## src/rtl/grf_wb_arbiter_pkg.sv

```systemverilog
// Shared types for the GRF write-back arbiter: FSM states and the buffered
// late-result record. Pure declarations, no logic.
// Imported by the arbiter top and its FIFO sub-module.
package grf_wb_arbiter_pkg;

   localparam int REG_W  = 5;
   localparam int DATA_W = 32;

   // NORMAL: pipeline has priority; FORCE: pipeline is asked to bubble so the FIFO drains
   typedef enum logic {
      NORMAL = 1'b0,
      FORCE  = 1'b1
   } wb_state_e;

   // One buffered late write-back; valid drops when a younger pipeline write kills it
   typedef struct packed {
      logic              valid;
      logic [REG_W-1:0]  a3;
      logic [DATA_W-1:0] wd;
      logic [DATA_W-1:0] pc;
   } wb_entry_t;

   // True when a register number names a real destination ($0 writes are discarded)
   function automatic logic is_real_reg(input logic [REG_W-1:0] a);
      return a != '0;
   endfunction

endpackage

```

## src/rtl/grf_wb_arbiter_wb_fifo.sv

```systemverilog
// Late write-back FIFO with per-entry kill, head skip of killed entries and
// register-match query ports. Enqueue visible at the head the cycle after
// acceptance; the caller must not enqueue when full (no same-cycle bypass).
module wb_fifo
   import grf_wb_arbiter_pkg::*;
#(
   parameter int DEPTH = 2,
   localparam int PW   = $clog2(DEPTH),
   localparam int CW   = $clog2(DEPTH + 1)
) (
   input  logic              clk,
   input  logic              reset,
   input  logic              enq_i,
   input  logic [REG_W-1:0]  enq_a3_i,
   input  logic [DATA_W-1:0] enq_wd_i,
   input  logic [DATA_W-1:0] enq_pc_i,
   input  logic              deq_i,
   input  logic              inv_i,
   input  logic [REG_W-1:0]  inv_a3_i,
   output wb_entry_t         head_o,
   output logic [CW-1:0]     count_o,
   output logic [CW-1:0]     count_nxt_o,
   input  logic [REG_W-1:0]  q_a1_i,
   input  logic [REG_W-1:0]  q_a2_i,
   output logic              q_busy1_o,
   output logic              q_busy2_o,
   output logic [DATA_W-1:0] q_fwd1_o,
   output logic [DATA_W-1:0] q_fwd2_o
);

   wb_entry_t      mem_q [DEPTH];
   wb_entry_t      mem_d [DEPTH];
   logic [PW-1:0]  wr_q, wr_d;
   logic [PW-1:0]  rd_q, rd_d;
   logic [CW-1:0]  cnt_q, cnt_d;

   // Next state: kill, pop, push, then advance past killed entries so the head is always live
   always_comb begin
      mem_d = mem_q;
      wr_d  = wr_q;
      rd_d  = rd_q;
      cnt_d = cnt_q;

      if (inv_i) begin
         for (int i = 0; i < DEPTH; i++) begin
            if (mem_q[i].a3 == inv_a3_i) begin
               mem_d[i].valid = 1'b0;
            end
         end
      end

      if (deq_i && (cnt_q != '0)) begin
         mem_d[rd_q].valid = 1'b0;
         rd_d  = rd_q + PW'(1);
         cnt_d = cnt_d - CW'(1);
      end

      // Full check uses the pre-edge count: a slot freed this cycle is not reusable yet
      if (enq_i && (cnt_q < CW'(DEPTH))) begin
         mem_d[wr_q].valid = 1'b1;
         mem_d[wr_q].a3    = enq_a3_i;
         mem_d[wr_q].wd    = enq_wd_i;
         mem_d[wr_q].pc    = enq_pc_i;
         wr_d  = wr_q + PW'(1);
         cnt_d = cnt_d + CW'(1);
      end

      // Killed entries reaching the head are retired here so they never cost a port cycle
      for (int k = 0; k < DEPTH; k++) begin
         if ((cnt_d != '0) && !mem_d[rd_d].valid) begin
            rd_d  = rd_d + PW'(1);
            cnt_d = cnt_d - CW'(1);
         end
      end
   end

   // Storage and pointer registers; reset discards every buffered entry
   always_ff @(posedge clk) begin
      if (reset) begin
         for (int i = 0; i < DEPTH; i++) begin
            mem_q[i] <= '0;
         end
         wr_q  <= '0;
         rd_q  <= '0;
         cnt_q <= '0;
      end else begin
         for (int i = 0; i < DEPTH; i++) begin
            mem_q[i] <= mem_d[i];
         end
         wr_q  <= wr_d;
         rd_q  <= rd_d;
         cnt_q <= cnt_d;
      end
   end

   assign head_o      = mem_q[rd_q];
   assign count_o     = cnt_q;
   assign count_nxt_o = cnt_d;

   // Query scan oldest to youngest so the youngest live match supplies the forward data
   always_comb begin : query_scan
      wb_entry_t     e;
      logic [PW-1:0] idx;
      e         = '0;
      idx       = '0;
      q_busy1_o = 1'b0;
      q_busy2_o = 1'b0;
      q_fwd1_o  = '0;
      q_fwd2_o  = '0;
      for (int k = 0; k < DEPTH; k++) begin
         idx = rd_q + PW'(k);
         e   = mem_q[idx];
         if (e.valid && is_real_reg(q_a1_i) && (e.a3 == q_a1_i)) begin
            q_busy1_o = 1'b1;
            q_fwd1_o  = e.wd;
         end
         if (e.valid && is_real_reg(q_a2_i) && (e.a3 == q_a2_i)) begin
            q_busy2_o = 1'b1;
            q_fwd2_o  = e.wd;
         end
      end
   end

endmodule

```

## src/rtl/grf_wb_arbiter.sv

```systemverilog
// Arbitrates the single GRF write port between the W-stage and buffered MDU results.
// Pipeline writes go out with zero latency; buffered results one or more cycles after acceptance.
// mdu_ready drops when the FIFO is full; stall_req asks the pipeline to bubble so the FIFO drains.
module grf_wb_arbiter
   import grf_wb_arbiter_pkg::*;
#(
   parameter int FIFO_DEPTH = 2,
   parameter int AGE_MAX    = 4
) (
   input  logic              clk,
   input  logic              reset,
   input  logic              pipe_we,
   input  logic [REG_W-1:0]  pipe_a3,
   input  logic [DATA_W-1:0] pipe_wd,
   input  logic [DATA_W-1:0] pipe_pc,
   input  logic              mdu_valid,
   input  logic [REG_W-1:0]  mdu_a3,
   input  logic [DATA_W-1:0] mdu_wd,
   input  logic [DATA_W-1:0] mdu_pc,
   output logic              mdu_ready,
   input  logic [REG_W-1:0]  q_a1,
   input  logic [REG_W-1:0]  q_a2,
   output logic              q_busy1,
   output logic              q_busy2,
   output logic [DATA_W-1:0] q_fwd1,
   output logic [DATA_W-1:0] q_fwd2,
   output logic              grf_we,
   output logic [REG_W-1:0]  grf_a3,
   output logic [DATA_W-1:0] grf_wd,
   output logic [DATA_W-1:0] grf_pc,
   output logic              stall_req,
   output logic              proto_err
);

   localparam int CW = $clog2(FIFO_DEPTH + 1);
   localparam int AW = $clog2(AGE_MAX + 1);

   wb_entry_t      head;
   logic [CW-1:0]  count;
   logic [CW-1:0]  count_nxt;
   logic           head_vld;
   logic           pipe_sel;
   logic           deq;
   logic           enq;
   logic           inv;

   wb_state_e      state_q, state_d;
   logic [AW-1:0]  age_q, age_d;
   logic           proto_q, proto_d;

   assign head_vld  = (count != '0) && head.valid;
   assign pipe_sel  = pipe_we && is_real_reg(pipe_a3);
   assign mdu_ready = count < CW'(FIFO_DEPTH);

   // Pop only when the port is free; a live pipeline write always takes the port
   assign deq = !reset && !pipe_sel && head_vld;
   assign inv = !reset && pipe_sel;

   // A result already overwritten by this cycle's pipeline write is dead on arrival, as is $0
   assign enq = !reset && mdu_valid && mdu_ready && is_real_reg(mdu_a3)
              && !(pipe_sel && (pipe_a3 == mdu_a3));

   wb_fifo #(
      .DEPTH (FIFO_DEPTH)
   ) u_fifo (
      .clk         (clk),
      .reset       (reset),
      .enq_i       (enq),
      .enq_a3_i    (mdu_a3),
      .enq_wd_i    (mdu_wd),
      .enq_pc_i    (mdu_pc),
      .deq_i       (deq),
      .inv_i       (inv),
      .inv_a3_i    (pipe_a3),
      .head_o      (head),
      .count_o     (count),
      .count_nxt_o (count_nxt),
      .q_a1_i      (q_a1),
      .q_a2_i      (q_a2),
      .q_busy1_o   (q_busy1),
      .q_busy2_o   (q_busy2),
      .q_fwd1_o    (q_fwd1),
      .q_fwd2_o    (q_fwd2)
   );

   // Write-port mux: pipeline first, then FIFO head, otherwise an all-zero idle port
   always_comb begin
      grf_we = 1'b0;
      grf_a3 = '0;
      grf_wd = '0;
      grf_pc = '0;
      if (!reset) begin
         if (pipe_sel) begin
            grf_we = 1'b1;
            grf_a3 = pipe_a3;
            grf_wd = pipe_wd;
            grf_pc = pipe_pc;
         end else if (head_vld) begin
            grf_we = 1'b1;
            grf_a3 = head.a3;
            grf_wd = head.wd;
            grf_pc = head.pc;
         end
      end
   end

   // Head age: counts cycles the live head is passed over, saturating
   always_comb begin
      age_d = age_q;
      if (!head_vld || deq) begin
         age_d = '0;
      end else if (age_q < AW'(AGE_MAX)) begin
         age_d = age_q + AW'(1);
      end
   end

   // Drain FSM: force when the head has starved long enough or the FIFO is full
   always_comb begin
      state_d = state_q;
      case (state_q)
         NORMAL: begin
            if ((count_nxt != '0) &&
                ((head_vld && !deq && (age_q >= AW'(AGE_MAX - 1))) ||
                 (count == CW'(FIFO_DEPTH)))) begin
               state_d = FORCE;
            end
         end
         FORCE: begin
            if (count_nxt == '0) begin
               state_d = NORMAL;
            end
         end
         default: state_d = NORMAL;
      endcase
   end

   // A pipeline write while a bubble is requested is a protocol violation; sticky until reset
   assign proto_d = proto_q || (pipe_we && (state_q == FORCE));

   // Control state registers
   always_ff @(posedge clk) begin
      if (reset) begin
         state_q <= NORMAL;
         age_q   <= '0;
         proto_q <= 1'b0;
      end else begin
         state_q <= state_d;
         age_q   <= age_d;
         proto_q <= proto_d;
      end
   end

   assign stall_req = (state_q == FORCE);
   assign proto_err = proto_q;

endmodule

```

## config.mk

```make
export PLATFORM = sky130hd
export DESIGN_NAME = grf_wb_arbiter
export DESIGN_NICKNAME = d
export VERILOG_FILES = /design/src/rtl/grf_wb_arbiter_pkg.sv /design/src/rtl/grf_wb_arbiter_wb_fifo.sv /design/src/rtl/grf_wb_arbiter.sv
export SDC_FILE = /design/constraint.sdc
export NUM_CORES = 1
export LEC_CHECK = 0
export ABC_AREA = 1
export ABC_CLOCK_PERIOD_IN_PS = 4400
export CAP_MARGIN = 20
export CORE_UTILIZATION = 47
export DETAILED_ROUTE_END_ITERATION = 10
export GPL_TIMING_DRIVEN = 0
export PLACE_DENSITY = 0.89
export SYNTH_ARGS = -nofsm -noshare
export SYNTH_HDL_FRONTEND = slang
export SYNTH_HIERARCHICAL = 1
export SYNTH_SLANG_ARGS = --single-unit
```

## constraint.sdc

```tcl
create_clock -name clk -period 4.4 [get_ports clk]
set_input_delay 1.1 -clock clk [delete_from_list [all_inputs] [get_ports clk]]
set_output_delay 1.1 -clock clk [all_outputs]
set_load 0.01 [all_outputs]
```

==> impl_metrics.sql <==
INSERT INTO impl_metrics (metric_group, metric, value, unit) VALUES
('outcome', 'run_status', 'completed', ''),
('timing', 'fin_worst_skew', '3.41', 'ps'),
('yosys', 'synth.ff_latch_count', '149', ''),
('clock_tree', 'cts_htree_levels', '4', ''),
('yosys', 'synth_top_cell_area_share', '33.5', '%'),
('placement', 'pre_cts_ws', '-546', 'ps'),
('yosys', 'synth_cells', '1433', ''),
('die', 'die_area', '19500', 'um^2'),
('clock_tree', 'numCtsBuffers', '17', ''),
('timing', 'setup_slack', '61.2', 'ps'),
('yosys', 'post_synth_main_area_contributors', 'sky130_fd_sc_hd__dfxtp_1 (33%), sky130_fd_sc_hd__nand2_1 (23%), sky130_fd_sc_hd__o21ai_0 (12%)', ''),
('yosys', 'mean_cell_area_of_the_mapped_netlist', '6.22', 'um^2'),
('power', 'power.leakage', '5.62', 'nW'),
('placement', 'dpl.cell_count', '1957', ''),
('die', 'boundaryPins', '291', ''),
('run', 'max-cap-violations', '0', ''),
('die', 'rows', '50', ''),
('clock_tree', 'clk_pin_slew', '60', 'ps'),
('critical_path', 'crit_required', '3300', 'ps'),
('yosys', 'synthMostInstantiatedCell', 'sky130_fd_sc_hd__nand2_1', ''),
('power', 'peakVddDrop', '316', 'uV'),
('placement', 'numPortBuffers', '290', ''),
('power', 'powerDensity', '382', 'nW/um^2'),
('critical_path', 'crit-reg2reg-launch', 'u_fifo/rd_q', ''),
('yosys', 'post_synth_instance_area', '8920', 'um^2'),
('routing', 'wirelength', '34700', 'um'),
('yosys', 'ys.warnings.count', '6', ''),
('global_routing', 'wire_length_of_the_first_global_routing_pass', '52800', 'um'),
('global_routing', 'grt_remaining_overflow', '0', ''),
('die', 'die_h', '140', 'um'),
('cells_and_area', 'final_net_count', '1905', ''),
('routing', 'first_iter_violations', '1207', ''),
('clock_tree', 'post_cts_hold_buffer_count', '0', ''),
('cells_and_area', 'drive_gt1_share', '6.98', '%'),
('die', 'core_region_area', '18600', 'um^2'),
('timing', 'report.final.setup_viol', '0', ''),
('placement', 'gpl.final_weighted_congestion', '0.965', ''),
('critical_path', 'cp_cell_sequence', 'clkdlybuf4s50_1 > nor2_1 > nand3_2 > nand2_4 > nor2_4 > buf_2 > nand2_1 > nand2_1 > clkdlybuf4s50_1', ''),
('global_routing', 'grt_antenna_before_repair', '2', ''),
('cells_and_area', 'layout.cell_area.non_filler', '12900', 'um^2'),
('routing', 'drt_pass1_iterations', '8', ''),
('global_routing', 'grt.total_usage', '34.6', '%'),
('timing', 'grt_setup_unrepaired', 'yes', ''),
('die', 'die-width', '140', 'um'),
('timing', 'timing_hold_violations_final', '0', ''),
('yosys', 'yosys_most_used_dff', 'sky130_fd_sc_hd__dfxtp_1', ''),
('clock_tree', 'tritoncts_clock_tree', 'built', ''),
('yosys', 'synth.distinct_cells', '33', ''),
('critical_path', 'slowest_stage_delay_on_critical_path', '560', 'ps'),
('routing', 'drc_errors', '0', ''),
('critical_path', 'criticalPathCategory', 'in -> out', ''),
('yosys', 'synth_area_leader_cell', 'sky130_fd_sc_hd__dfxtp_1', ''),
('clock_tree', 'cts-root-to-sink-buffers', '2', ''),
('global_routing', 'largest_net_degree_at_the_start_of_global_routing', '20', ''),
('yosys', 'synth.top_cells.by_count', 'sky130_fd_sc_hd__nand2_1 (541), sky130_fd_sc_hd__o21ai_0 (205), sky130_fd_sc_hd__dfxtp_1 (149)', ''),
('timing', 'worstMarginPinSlew', '941', 'ps'),
('timing', 'fin_crit', '4340', 'ps'),
('cells_and_area', 'flow.area_growth_from_synthesis', '44.8', '%'),
('cells_and_area', 'nFillCells', '1609', ''),
('die', 'effective_utilization_at_floorplan', '47.8', '%'),
('critical_path', 'start_kind', 'input port', ''),
('yosys', 'async_flop_share', '0', '%'),
('critical_path', 'worst_endpoint_data_arrival_time', '3240', 'ps'),
('cells_and_area', 'finalCoreUtilization', '69.3', '%'),
('routing', 'drt-wirelength-per-cell', '17.4', 'um'),
('critical_path', 'cp_max_fo', '10', ''),
('hold_path', 'hold_path.class', 'reg -> reg', ''),
('routing', 'antenna_violating_nets_post_route', '0', ''),
('routing', 'route.vias.total', '11100', ''),
('timing', 'final-max-slew-violation-count', '0', ''),
('routing', 'viasPerCell', '5.56', '');
-- per-stage QoR --
| stage | hold slack [ps] | TNS, ps | power, W |
|---|---|---|---|
| after floorplan | 424 | 0 | 0.00261 |
| after global placement | 433 | -17460 | 0.00319 |
| after detailed placement | 438 | -21980 | 0.00324 |
| after CTS | 448 | -831 | 0.00485 |
| after global routing | 470 | -101 | 0.00514 |
| final | 449 | 0 | 0.00493 |
-- power breakdown --
part           internal, W  leakage (nW)  switching (W)
logic             0.000589          4.09        0.00121
registers          0.00149          1.21      0.0000589
clock network      0.00100         0.318       0.000584
-- per-layer routing --
metal  routed length, um  global-route usage [%]  up-vias
met5                   0                       0        -
met4                1630                    20.0        0
met3                3350                    7.40      123
met2               16600                    59.3      682
met1               13100                    39.8     5071
li1                    -                       -     5217
-- worst paths after layout --
check                to  slack, ps  cells past startpoint
max          grf_pc[24]         60                      9
min            register        450                      2
min reg2reg    register        450                      2
max reg2reg   stall_req        150                     30
-- worst max-delay path, delay by kind of cell --
kind          cells  cell delay, ps
buf+inv           3            1410
simple gates      6             720
-- cell usage in the layout, fill, tap and decap left out, types with 6 or more instances in the layout --
| cell type | Yosys | layout |
|---|---|---|
| sky130_fd_sc_hd__dlymetal6s2s_1 | 0 | 23 |
| sky130_fd_sc_hd__dfxtp_1 | 149 | 149 |
| sky130_fd_sc_hd__o22ai_2 | 20 | 20 |
| sky130_fd_sc_hd__xor2_1 | 17 | 16 |
| sky130_fd_sc_hd__xnor2_1 | 6 | 6 |
| sky130_fd_sc_hd__o21ai_0 | 205 | 204 |
| sky130_fd_sc_hd__clkbuf_2 | 0 | 7 |
| sky130_fd_sc_hd__nand3_1 | 35 | 32 |
| sky130_fd_sc_hd__inv_1 | 129 | 129 |
| sky130_fd_sc_hd__nand2_1 | 541 | 541 |
| sky130_fd_sc_hd__dlygate4sd2_1 | 0 | 46 |
| sky130_fd_sc_hd__clkbuf_16 | 0 | 17 |
| sky130_fd_sc_hd__buf_1 | 6 | 6 |
| sky130_fd_sc_hd__clkbuf_1 | 63 | 53 |
| sky130_fd_sc_hd__buf_6 | 13 | 16 |
| sky130_fd_sc_hd__o21ai_1 | 19 | 20 |
| sky130_fd_sc_hd__a21oi_1 | 147 | 146 |
| sky130_fd_sc_hd__clkdlybuf4s50_1 | 0 | 221 |
| sky130_fd_sc_hd__buf_2 | 12 | 7 |
| sky130_fd_sc_hd__nor2_1 | 31 | 30 |
| sky130_fd_sc_hd__buf_4 | 2 | 9 |
| sky130_fd_sc_hd__clkinv_2 | 0 | 6 |
-- logic make-up (layout without fill, tap and decap cells) --
logic type | Yosys count | in the layout | share of synthesized area (%)
and+or+nand+nor | 626 | 626 | 27.8
AOI/OAI and AO/OA | 399 | 399 | 24.5
buffers and inverters | 230 | 558 | 11.2
DFF | 149 | 149 | 33.5
xor gates and xnor gates | 23 | 23 | 2.26
adders and majority gates | 5 | 5 | 0.702
muxes | 1 | 1 | 0.112
other | 0 | 1 | 0
-- timing repair --
| item | CTS | global route |
|---|---|---|
| setup buffers | 6 | 1 |
| gates resized for setup | 68 | 42 |
| endpoints found under the setup margin | 110 | 94 |
| pin swaps | 1 | 1 |
-- final cells by class --
cell class                      count  area (um^2)  area share (%)
Timing Repair Buffer              297         2970            23.0
Tap cell                          234          293            2.27
Clock buffer                       18          429            3.32
Inverter                          133          504            3.90
Clock inverter                     14          206            1.60
Antenna cell                        1         2.50          0.0194
Sequential cell                   149         2980            23.1
Multi-Input combinational cell   1054         4990            38.6
Buffer                             96          538            4.17
Power figures use the tool's default switching activity.
